<file path="config.mk">
export PLATFORM = sky130hd
export DESIGN_NAME = router_fifo
export DESIGN_NICKNAME = d
export VERILOG_FILES = /design/src/rtl/router_fifo.sv
export SDC_FILE = /design/constraint.sdc
export NUM_CORES = 1
export LEC_CHECK = 0
export ABC_AREA = 1
export BUFFER_PORTS_ARGS = -buffer_cell sky130_fd_sc_hd__buf_2
export CORE_MARGIN = 8
export CORE_UTILIZATION = 35
export DETAILED_ROUTE_END_ITERATION = 8
export PLACE_DENSITY = 0.6
export SYNTH_ARGS = -nofsm -noshare
export SYNTH_HDL_FRONTEND = slang
export SYNTH_SLANG_ARGS = --single-unit
</file>
<file path="constraint.sdc">
create_clock -name clk -period 2.5 [get_ports clk]
set_clock_uncertainty 0.05 [all_clocks]
set_input_delay 0 -clock clk [delete_from_list [all_inputs] [get_ports clk]]
set_output_delay 0 -clock clk [all_outputs]
set_load 0.02 [all_outputs]
</file>
<file path="src/rtl/router_fifo.sv">
// router_fifo
// -----------
// Output buffer for one destination port of the 1x3 router. Each stored
// entry is {header_marker, byte}. While the external reader drains a packet,
// a down-counter tracks how many payload and parity bytes remain after the
// header.
//
// Handshake semantics (both sides):
//   write side: a byte is accepted on a rising clk edge if and only if
//               write_enb is high and full is low in that cycle. A write
//               presented while full is dropped.
//   read side : a byte is consumed on a rising clk edge if and only if
//               read_enb is high and empty is low in that cycle. data_out
//               presents the byte from the following cycle and holds it
//               until the next accepted read.
//
// Ports:
//   clk         rising-edge clock
//   reset       synchronous active-high reset
//   soft_reset  synchronous flush from the synchroniser timeout
//   write_enb   write request (this port's bit of the write_enb bus)
//   read_enb    read request from the external reader
//   lfd_state   high while data_in carries a packet header byte
//   data_in     byte to store
//   data_out    registered read data
//   full        no free entry
//   empty       no stored entry
//   pkt_active  header read out, remaining bytes of the packet not all read
module router_fifo #(
  parameter int WIDTH  = 8,
  parameter int DEPTH  = 16,
  parameter int ADDR_W = 4
) (
  input  logic             clk,
  input  logic             reset,
  input  logic             soft_reset,
  input  logic             write_enb,
  input  logic             read_enb,
  input  logic             lfd_state,
  input  logic [WIDTH-1:0] data_in,
  output logic [WIDTH-1:0] data_out,
  output logic             full,
  output logic             empty,
  output logic             pkt_active
);

  localparam logic [ADDR_W:0] PTR_ONE = {{ADDR_W{1'b0}}, 1'b1};

  // Storage is intentionally not reset; the pointers alone define validity.
  logic [WIDTH:0]       mem_q [DEPTH];

  logic [ADDR_W:0]      wr_ptr_q, wr_ptr_d;
  logic [ADDR_W:0]      rd_ptr_q, rd_ptr_d;
  logic [6:0]           count_q, count_d;
  logic [WIDTH-1:0]     data_out_q, data_out_d;

  logic                 do_wr;
  logic                 do_rd;
  logic                 flush;
  logic [WIDTH:0]       rd_entry;

  // Extra pointer MSB distinguishes full from empty when the index bits match.
  assign empty = (wr_ptr_q == rd_ptr_q);
  assign full  = (wr_ptr_q[ADDR_W-1:0] == rd_ptr_q[ADDR_W-1:0]) &&
                 (wr_ptr_q[ADDR_W] != rd_ptr_q[ADDR_W]);

  assign flush    = reset || soft_reset;
  assign do_wr    = write_enb && !full && !flush;
  assign do_rd    = read_enb && !empty && !flush;
  assign rd_entry = mem_q[rd_ptr_q[ADDR_W-1:0]];

  always_comb begin
    wr_ptr_d   = wr_ptr_q;
    rd_ptr_d   = rd_ptr_q;
    count_d    = count_q;
    data_out_d = data_out_q;

    if (do_wr) begin
      wr_ptr_d = wr_ptr_q + PTR_ONE;
    end

    if (do_rd) begin
      rd_ptr_d   = rd_ptr_q + PTR_ONE;
      data_out_d = rd_entry[WIDTH-1:0];
      // A header byte carries the payload length in bits [7:2]; the extra
      // one accounts for the trailing parity byte.
      if (rd_entry[WIDTH]) begin
        count_d = {1'b0, rd_entry[7:2]} + 7'd1;
      end else if (count_q != 7'd0) begin
        count_d = count_q - 7'd1;
      end
    end
  end

  always_ff @(posedge clk) begin
    if (flush) begin
      wr_ptr_q   <= '0;
      rd_ptr_q   <= '0;
      count_q    <= '0;
      data_out_q <= '0;
    end else begin
      wr_ptr_q   <= wr_ptr_d;
      rd_ptr_q   <= rd_ptr_d;
      count_q    <= count_d;
      data_out_q <= data_out_d;
    end
  end

  always_ff @(posedge clk) begin
    if (do_wr) begin
      mem_q[wr_ptr_q[ADDR_W-1:0]] <= {lfd_state, data_in};
    end
  end

  assign data_out   = data_out_q;
  assign pkt_active = (count_q != 7'd0);

endmodule

</file>
Word-level counts from Yosys, hierarchy flattened
Memories as Yosys holds them, arrays and structs flattened. A register that Yosys moved wholly into a read port is not among the register bits.
Index checks and enable logic that the tools add are counted.
{"block": "word_totals", "input_bits": 14, "mem_count": 1, "wordCells": 30, "ramBits": 144, "register_bits": 25}
{"name": "mem_q", "words": 16, "width": 9, "rd": 1, "rd_clocked_by_memory_dff": 1, "wr": 1, "line": "50", "text": "logic [WIDTH:0] mem_q [DEPTH];"}
{"block": "op_classes", "add_sub_neg": 4, "n_mux": 6, "n_eq_ne": 3, "reduce_logical": 12}
{"op": "two-way mux 7 bit", "count": 2}
{"op": "adder 5 x 1 -> 5 bit, second input constant", "count": 2}
{"op": "two-way mux 4 bit", "count": 2}
{"op": "adder 6 x 1 -> 7 bit, second input constant", "count": 1}
{"op": "nonzero test 7 bit", "count": 1}
{"op": "subtractor 7 x 1 -> 7 bit, second input constant", "count": 1}
{"op": "equality test 5 bit", "count": 1}
{"op": "logical AND 1 bit", "count": 5}
{"op": "equality test 4 bit", "count": 1}
{"op": "zero test 1 bit", "count": 3}
{"op": "two-way mux 1 bit", "count": 2}
{"op": "AND reduction 2 bit", "count": 1}
{"op": "nonzero test 2 bit", "count": 1}
{"op": "logical OR 1 bit", "count": 1}
{"op": "inequality test 1 bit", "count": 1}

Logic depth before layout (Yosys ltp)
Gate-level depths: netlist (run 1).
{"block": "depth", "depth_word": 7, "ltp_mapped": 16, "mapped_depth_nobuf": 13}

Worst setup path after synthesis (run 1)
No wires, ideal clock.
{"block": "synth_timing", "path_type": "reg-to-reg", "start": "register rd_ptr_q[0]", "end": "memory mem_q[11][0] (netlist name) (enable)", "slack_ns": 0.454, "arrival_time_ns": 1.622, "path_stages_with_launch": 9, "setup_ns": 0.374, "cell_sequence": "dfxtp_1 xor2_1 nor2_1 nand2_1 or2_2 nand2_2 nor2_1 nand3_1 nor2_1"}
{"block": "synth_between", "elab_chain_cells": 7}
{"element": "from (decl)", "line": "53", "text": "logic [ADDR_W:0] rd_ptr_q, rd_ptr_d;"}
{"element": "from (signal assigned)", "line": "103", "text": "rd_ptr_q <= rd_ptr_d;"}
{"element": "equality test 4 bit", "line": "64", "text": "assign full = (wr_ptr_q[ADDR_W-1:0] == rd_ptr_q[ADDR_W-1:0]) &&"}
{"element": "logical AND 1 bit", "line": "64"}
{"element": "zero test 1 bit", "line": "68", "text": "assign do_wr = write_enb && !full && !flush;"}
{"element": "logical AND 1 bit (2 in a row)", "line": "68"}
{"element": "two-way mux 1 bit", "line": "110", "text": "if (do_wr) begin"}
{"element": "two-way mux 1 bit (implied by the code)", "line": "111", "text": "mem_q[wr_ptr_q[ADDR_W-1:0]] <= {lfd_state, data_in};"}
{"element": "to (decl)", "line": "50"}
Every way passes these cells.

Worst setup path in the final report (run 1)
{"block": "layout_timing", "start": "register wr_ptr_q[3]", "end": "memory mem_q[2][3] (netlist name) (enable)"}
{"block": "layout_between", "elab_chain_cells": 7}
{"element": "from (decl)", "line": "52", "text": "logic [ADDR_W:0] wr_ptr_q, wr_ptr_d;"}
{"element": "from (signal assigned)", "line": "102", "text": "wr_ptr_q <= wr_ptr_d;"}
{"element": "equality test 4 bit", "line": "64"}
{"element": "logical AND 1 bit", "line": "64"}
{"element": "zero test 1 bit", "line": "68"}
{"element": "logical AND 1 bit (2 in a row)", "line": "68"}
{"element": "two-way mux 1 bit", "line": "110"}
{"element": "two-way mux 1 bit (implied by the code)", "line": "111"}
Parallel ways exist; a longest one is shown, timed or not.

==> impl_metrics.yaml, run 1 <==
run_status:
  run_status: "finished, final reports clean"
clock_network:
  tritoncts_clock_tree: "yes"
  clock_tree.htree_level_count: 4
  clk_latency_ns: 0.43
  cts_buffers: 17
  clk_pin_slew_ns: 0.07
  clockBufferDepth: 2
  root_buffer: "clkbuf_16"
  clock_sink_count: 173
routing:
  drtPass1Iterations: 5
  totalWireLength_um: 17500
  wire_per_inst_um: 16.9
  ant_nets: 0
  drc_errors: 0
  vias_per_cell: 4.94
  first_iter_violations: 485
  detailroute.via_count: 5116
floorplan:
  num_ports: 25
  floorplan.die.height_um: 162
  floorplan.initialDensity_pct: 35.5
  core_um2: 21000
  dieArea_um2: 26200
  row_count: 53
  chipWidth_um: 162
logic_synthesis:
  ys.warnings.count: 0
  yosysTopAreaCell: "edfxtp_1"
  compound_cell_area_share_of_the_yosys_netlist_pct: 6.73
  ys_top_cells_by_count: "nand2_1 (158), edfxtp_1 (144), nand3_1 (82), nor2_1 (72), inv_1 (62)"
  synth_enable_flop_cells: 144
  xor_xnor_share_of_the_synthesized_area_pct: 1.18
  synth_top_flop_cell: "edfxtp_1"
  synth_area_um2: 7440
  yosys-mux-area-fraction_pct: 0
  postSynthNetCount: 727
  syn_avg_cell_area_um2: 10.6
  synth.top_cell.area_share_pct: 58.1
  post_synth_num_cell_types: 37
  synthCells: 705
  dominant_combinational_cell_family_by_area_after_synthesis: "simple AND/OR/NAND/NOR gates"
  synth_simple_gate_area_share_pct: 18.6
  async_flop_share_pct: 0
  synth_most_common_cell: "nand2_1"
  synth.area.top_cells: "edfxtp_1 (58%), nand2_1 (8.0%), dfxtp_1 (7.8%), nand3_1 (5.5%), nor2_1 (3.6%)"
  fraction_of_the_mapped_netlist_area_in_adder_cells_pct: 1.35
  synth-seq-area-share_pct: 65.9
  yosys_register_bits: 173
placement:
  placedInstanceArea_um2: 7870
  dp_hpwl_um: 11400
  gpl.final_weighted_congestion: 0.834
  place_ws_ns: 0.0709
  port_buffers: 24
pwr:
  power.density_cell_area_nw_per_um2: 714
  swShare_pct: 24.2
  internal_power_uw: 4670
  total_switching_power_uw: 1490
  p_comb_share_pct: 5.6
  worst_ir_drop_vdd_v: 0.000448
  p_seq_share_pct: 51.0
  share_of_power_burned_in_the_clock_network_pct: 43.5
  p_leak_uw: 0.00332
cells_and_area:
  multi_input_comb_area_um2: 2100
  fillerInstances: 2048
  utilization_pct: 41.2
  design_area_um2: 8630
  antenna-diode-count: 0
  fin_nets: 770
  area_growth_syn_to_layout_pct: 15.9
  layout.area.seq_um2: 4910
  drive_gt1_share_pct: 12.9
critical_path:
  critical_path.reg2reg.startpoint: "wr_ptr_q[3]"
  critical_path.reg2reg.endpoint: "mem_q[2][3]"
  reg2reg_setup_slack_ns: 0.1
  critical_path.top_delay_family: "simple AND/OR/NAND/NOR gates"
  critical_path.max_fanout: 9
  critical-path-max-stage-delay_ns: 0.64
  critical_path.endpoint_type: "flip-flop"
  critPathSlowestCell: "nor2_1"
  worst-endpoint-arrival_ns: 2.42
  startpoint_type: "flip-flop"
  worstSetupPathType: "flip-flop to flip-flop"
  critical-path-top-cell-by-count: "nor2_1"
  worst_r2r_path_depth: 9
  crit_buf_inv: 1
  worstPathCellList: "xor2_1, nor2_1, nand2_1, or2_2, nand2_2, nor2_1, buf_4, nand2_1, nor2_1"
  critPathRequiredTime_ns: 2.52
hold_path:
  min_from: "write_enb"
  worst_hold_end: "wr_ptr_q[0]"
  timing.hold.worst.class: "primary input to flip-flop"
  min_path_cells: 4
global_routing:
  grt_overflow_total: 0
  antenna_found_initial: 0
  wire_length_of_the_first_global_routing_pass_um: 27800
  track_usage_pct: 14.0
  grt_start_max_net_pins: 79
  via_count_of_the_first_global_routing_pass: 5089
flow_run:
  max-cap-violations: 0
timing:
  final_min_period_over_clock_period_pct: 96.1
  hold_viol_final: 0
  tightestPinTransition_ns: 0.953
  max_clock_freq_ghz: 0.416
  final_critical_path_setup_slack_ns: 0.0968
  max_slew_headroom_at_the_worst_pin_pct: 36.2
  grt_setup_unrepaired: "true"
  timing.final.setup_violations: 0
  maxSlewViolCount: 0
  clock_period_minus_worst_slack_ns: 2.40
## how the worst max path moves through the flow
| stage | from | end | slack [ns] | cells past startpoint |
|---|---|---|---|---|
| final | wr_ptr_q[3] | mem_q[2][3] | 0.1 | 9 |
| after floorplan | rd_ptr_q[0] | mem_q[11][0] | 0.45 | 8 |
| after detailed placement | rd_ptr_q[2] | mem_q[6][2] | 0.07 | 9 |
| after global routing | wr_ptr_q[2] | mem_q[2][6] | -0.11 | 9 |
| after CTS | wr_ptr_q[2] | mem_q[6][1] | 0.06 | 9 |
| after global placement | wr_ptr_q[3] | mem_q[2][2] | 0.13 | 9 |
## placed cells by master (no fill, tap or decap), types with 3 or more instances in the layout
master	count
ha_1	8
clkbuf_16	17
dlygate4sd3_1	14
dfxtp_1	28
nand2_2	5
a31oi_1	3
inv_8	8
o21ai_1	8
edfxtp_1	144
xor2_1	8
nand3_1	82
nand2_1	158
o211ai_1	7
nor2_2	10
buf_12	3
inv_1	62
nor2_1	63
a21oi_1	17
inv_2	5
buf_2	24
o221ai_1	6
clkinvlp_4	3
buf_4	14
o21ai_0	36
## final cells by class
class                      count  share of cell area (%)
inverter                      69                    3.00
sequential                   173                    56.9
clock inverter                15                    1.96
tap                          275                    3.99
timing repair buffer          55                    4.93
multi-input combinational    432                    24.3
clock buffer                  17                    4.93
## registers in the layout, summed over array words and instances, names as in the netlist, named ones only
register	flops
count_q	7
mem_q	144
rd_ptr_q	5
wr_ptr_q	5
data_out	8
## kinds of logic (layout without fill, tap and decap cells)
family                     count (synthesis)  count (layout)
adders and majority gates                  8               8
DFF                                      173             173
AOI/OAI and AO/OA                         86              86
and+or+nand+nor                          328             328
xor gates and xnor gates                  10              10
buffers and inverters                    100             156
## worst min-delay path, stage by stage
cell and delay, ns:
dlygate4sd3_1 0.54, buf_2 0.14, nand2_2 0.11, a21oi_1 0.08
## stage by stage
stage	TNS, ns	total power [uW]	cells	hold WS, ns
floorplan	0	3400	705	0.0489
global placement	0	3530	990	0.316
detailed placement	0	3530	990	0.317
CTS	0	6200	1036	0.413
global route	-2.80	6340	1036	0.426
finish	0	6160	1036	0.429
## power groups by stage
stage	registers (uW)	clock network (uW)	logic (uW)
after global routing	3140	2820	382
after global placement	3210	0	325
after CTS	3140	2710	344
after detailed placement	3210	0	325
final	3140	2680	344
after floorplan	3210	0	190
## what timing repair did
action	4_1_cts	5_1_grt
hold buffers	14	0
endpoints found under the hold margin	155	0
resized for setup	0	9
endpoints found under the setup margin	0	111
buffers inserted	0	0
## layer usage
metal / up-vias / global-route usage (%) / part of all wire [%]
met5: - / 0 / 0
met4: 0 / 6.94 / 2.9
met3: 34 / 4.20 / 5.6
met2: 127 / 22.5 / 48
met1: 2468 / 16.7 / 44
li1: 2487 / - / -
Note: power is estimated with default switching activity, not from simulation.
==> inputs of run 2 (changes only) <==
--- a/config.mk
+++ b/config.mk
@@ -7,10 +7,12 @@
 export LEC_CHECK = 0
 export ABC_AREA = 1
 export BUFFER_PORTS_ARGS = -buffer_cell sky130_fd_sc_hd__buf_2
+export CELL_PAD_IN_SITES_DETAIL_PLACEMENT = 2
+export CELL_PAD_IN_SITES_GLOBAL_PLACEMENT = 2
 export CORE_MARGIN = 8
 export CORE_UTILIZATION = 35
 export DETAILED_ROUTE_END_ITERATION = 8
-export PLACE_DENSITY = 0.6
+export PLACE_DENSITY = 0.79
 export SYNTH_ARGS = -nofsm -noshare
 export SYNTH_HDL_FRONTEND = slang
 export SYNTH_SLANG_ARGS = --single-unit
==> run 2 against run 1 <==
Fmax fell by 3.4%. Highest routed layer unchanged. Largest cell class unchanged. Die area unchanged. Clock-buffer cell count is the same. Setup slack lost 0.083 ns.
==> impl_metrics.yaml, run 2 (synthesis results as in run 1) <==
run_status:
  run_status: "finished, final reports clean"
flow_run:
  max-cap-violations: 0
clock_network:
  clk_pin_slew_ns: 0.07
  clock_sink_count: 173
  post-cts-setup-buffers: 0
  cts_buffers: 17
  clock_tree.htree_level_count: 4
  clockBufferDepth: 2
  root_buffer: "clkbuf_16"
  clk_latency_ns: 0.44
  tritoncts_clock_tree: "yes"
cells_and_area:
  layout.area.seq_um2: 4910
  mostFrequentLayoutCells: "nand2_1 (158), edfxtp_1 (144), nand3_1 (82)"
  design_area_um2: 8640
  area_growth_syn_to_layout_pct: 16.2
  utilization_pct: 41.2
  antenna-diode-count: 0
  most_common_cell_after_layout_fill_and_taps_aside: "nand2_1"
  largest_register_ff_count: 144
  multi_input_comb_area_um2: 2130
  drive_gt1_share_pct: 13.1
  fin_nets: 770
  fillerInstances: 2234
timing:
  timing.final.setup_violations: 0
  grt_setup_unrepaired: "true"
  final_min_period_over_clock_period_pct: 99.5
  hold_viol_final: 0
  clock_period_minus_worst_slack_ns: 2.49
  finalHoldWorstSlack_ns: 0.0375
  max_clock_freq_ghz: 0.402
  tightestPinTransition_ns: 0.880
  maxSlewViolCount: 0
  max_slew_headroom_at_the_worst_pin_pct: 41.1
routing:
  wire_per_inst_um: 22.3
  first_iter_violations: 245
  detailroute.via_count: 5401
  drc_errors: 0
  ant_nets: 0
  drtPass1Iterations: 4
  vias_per_cell: 5.21
  totalWireLength_um: 23100
placement:
  gpl.final_weighted_congestion: 0.856
  dp_hpwl_um: 15300
  port_buffers: 24
  placedInstanceArea_um2: 7900
global_routing:
  grt_start_max_net_pins: 48
  grt_overflow_total: 0
  antenna_found_initial: 0
  wire_length_of_the_first_global_routing_pass_um: 35700
  via_count_of_the_first_global_routing_pass: 6161
  track_usage_pct: 18.2
critical_path:
  crit_path_start: "wr_ptr_q[0]"
  worst_setup_path_endpoint: "mem_q[9][8]"
  critical_path.reg2reg.endpoint: "mem_q[9][8]"
  critical_path.endpoint_type: "flip-flop"
  worst_r2r_path_depth: 9
  worst-endpoint-arrival_ns: 2.50
  critical_path.reg2reg.startpoint: "wr_ptr_q[0]"
  startpoint_type: "flip-flop"
  critical_path.max_fanout: 9
  reg2reg_setup_slack_ns: 0.01
  critPathRequiredTime_ns: 2.51
  worstSetupPathType: "flip-flop to flip-flop"
pwr:
  power.density_cell_area_nw_per_um2: 714
  worst_ir_drop_vdd_v: 0.000456
  p_leak_uw: 0.00332
hold_path:
  min_from: "soft_reset"
  timing.hold.worst.class: "primary input to flip-flop"
floorplan:
  floorplan.die.height_um: 162
  chipWidth_um: 162
  row_count: 53
  floorplan.initialDensity_pct: 35.5
  num_ports: 25
  core_um2: 21000
  dieArea_um2: 26200
==> run 2: worst min-delay path by stage <==
stage | slack [ns] | to | cells after the start
after floorplan | 0.05 | mem_q[0][0] | 0
after global placement | 0.29 | wr_ptr_q[0] | 3
after detailed placement | 0.30 | wr_ptr_q[0] | 3
after CTS | 0.007 | rd_ptr_q[4] | 5
after global routing | 0.04 | data_out[1] | 4
final | 0.04 | data_out[0] | 4
==> run 2: worst max-delay path: stages (launching register included) <==
cell     delay [ns]
dfxtp_1        0.40
xor2_1         0.21
nor2_1         0.10
nand2_1        0.08
or2_2          0.12
nand2_2        0.08
nor2_1         0.11
buf_4          0.17
nand2_1        0.15
nor2_1         0.64
==> run 2: power by group <==
group	switching [uW]	total [uW]	leakage (uW)	internal (uW)
Clock	1190	2650	0.000282	1470
Sequential	10.1	3140	0.00153	3130
Combinational	270	377	0.00151	107
==> run 2: layer usage <==
| metal | share of wire (%) | wire [um] | GRT usage (%) |
|---|---|---|---|
| met5 | 0 | 0 | 0 |
| met1 | 41 | 9540 | 20.6 |
| met4 | 2.6 | 605 | 7.32 |
| met2 | 53 | 12300 | 33.0 |
| met3 | 2.9 | 664 | 3.64 |
==> run 2: final cells by class <==
type                    instances  area share, %
well taps                     275           3.98
clock buffers                  17           4.92
flip-flops and latches        173           56.8
inverters                      69           3.00
multi-input cells             432           24.6
clock inverters                15           1.72
repair buffers                 55           5.01
==> run 2: through the flow <==
step / cells / power (uW) / setup WS (ns) / setup TNS [ns]
floorplan: 705 / 3400 / 0.454 / 0
global placement: 992 / 3540 / 0.140 / 0
detailed placement: 992 / 3560 / -0.0651 / -1.72
CTS: 1036 / 6220 / -0.0505 / -0.856
global route: 1036 / 6340 / -0.162 / -4.66
finish: 1036 / 6170 / 0.0135 / 0
==> run 2: repair_timing <==
action / in CTS / in global routing
endpoints found under the setup margin: 72 / 90
cloned: 0 / 0
hold buffers: 12 / 0
hold endpoints to repair: 118 / 0
gates resized for setup: 7 / 9
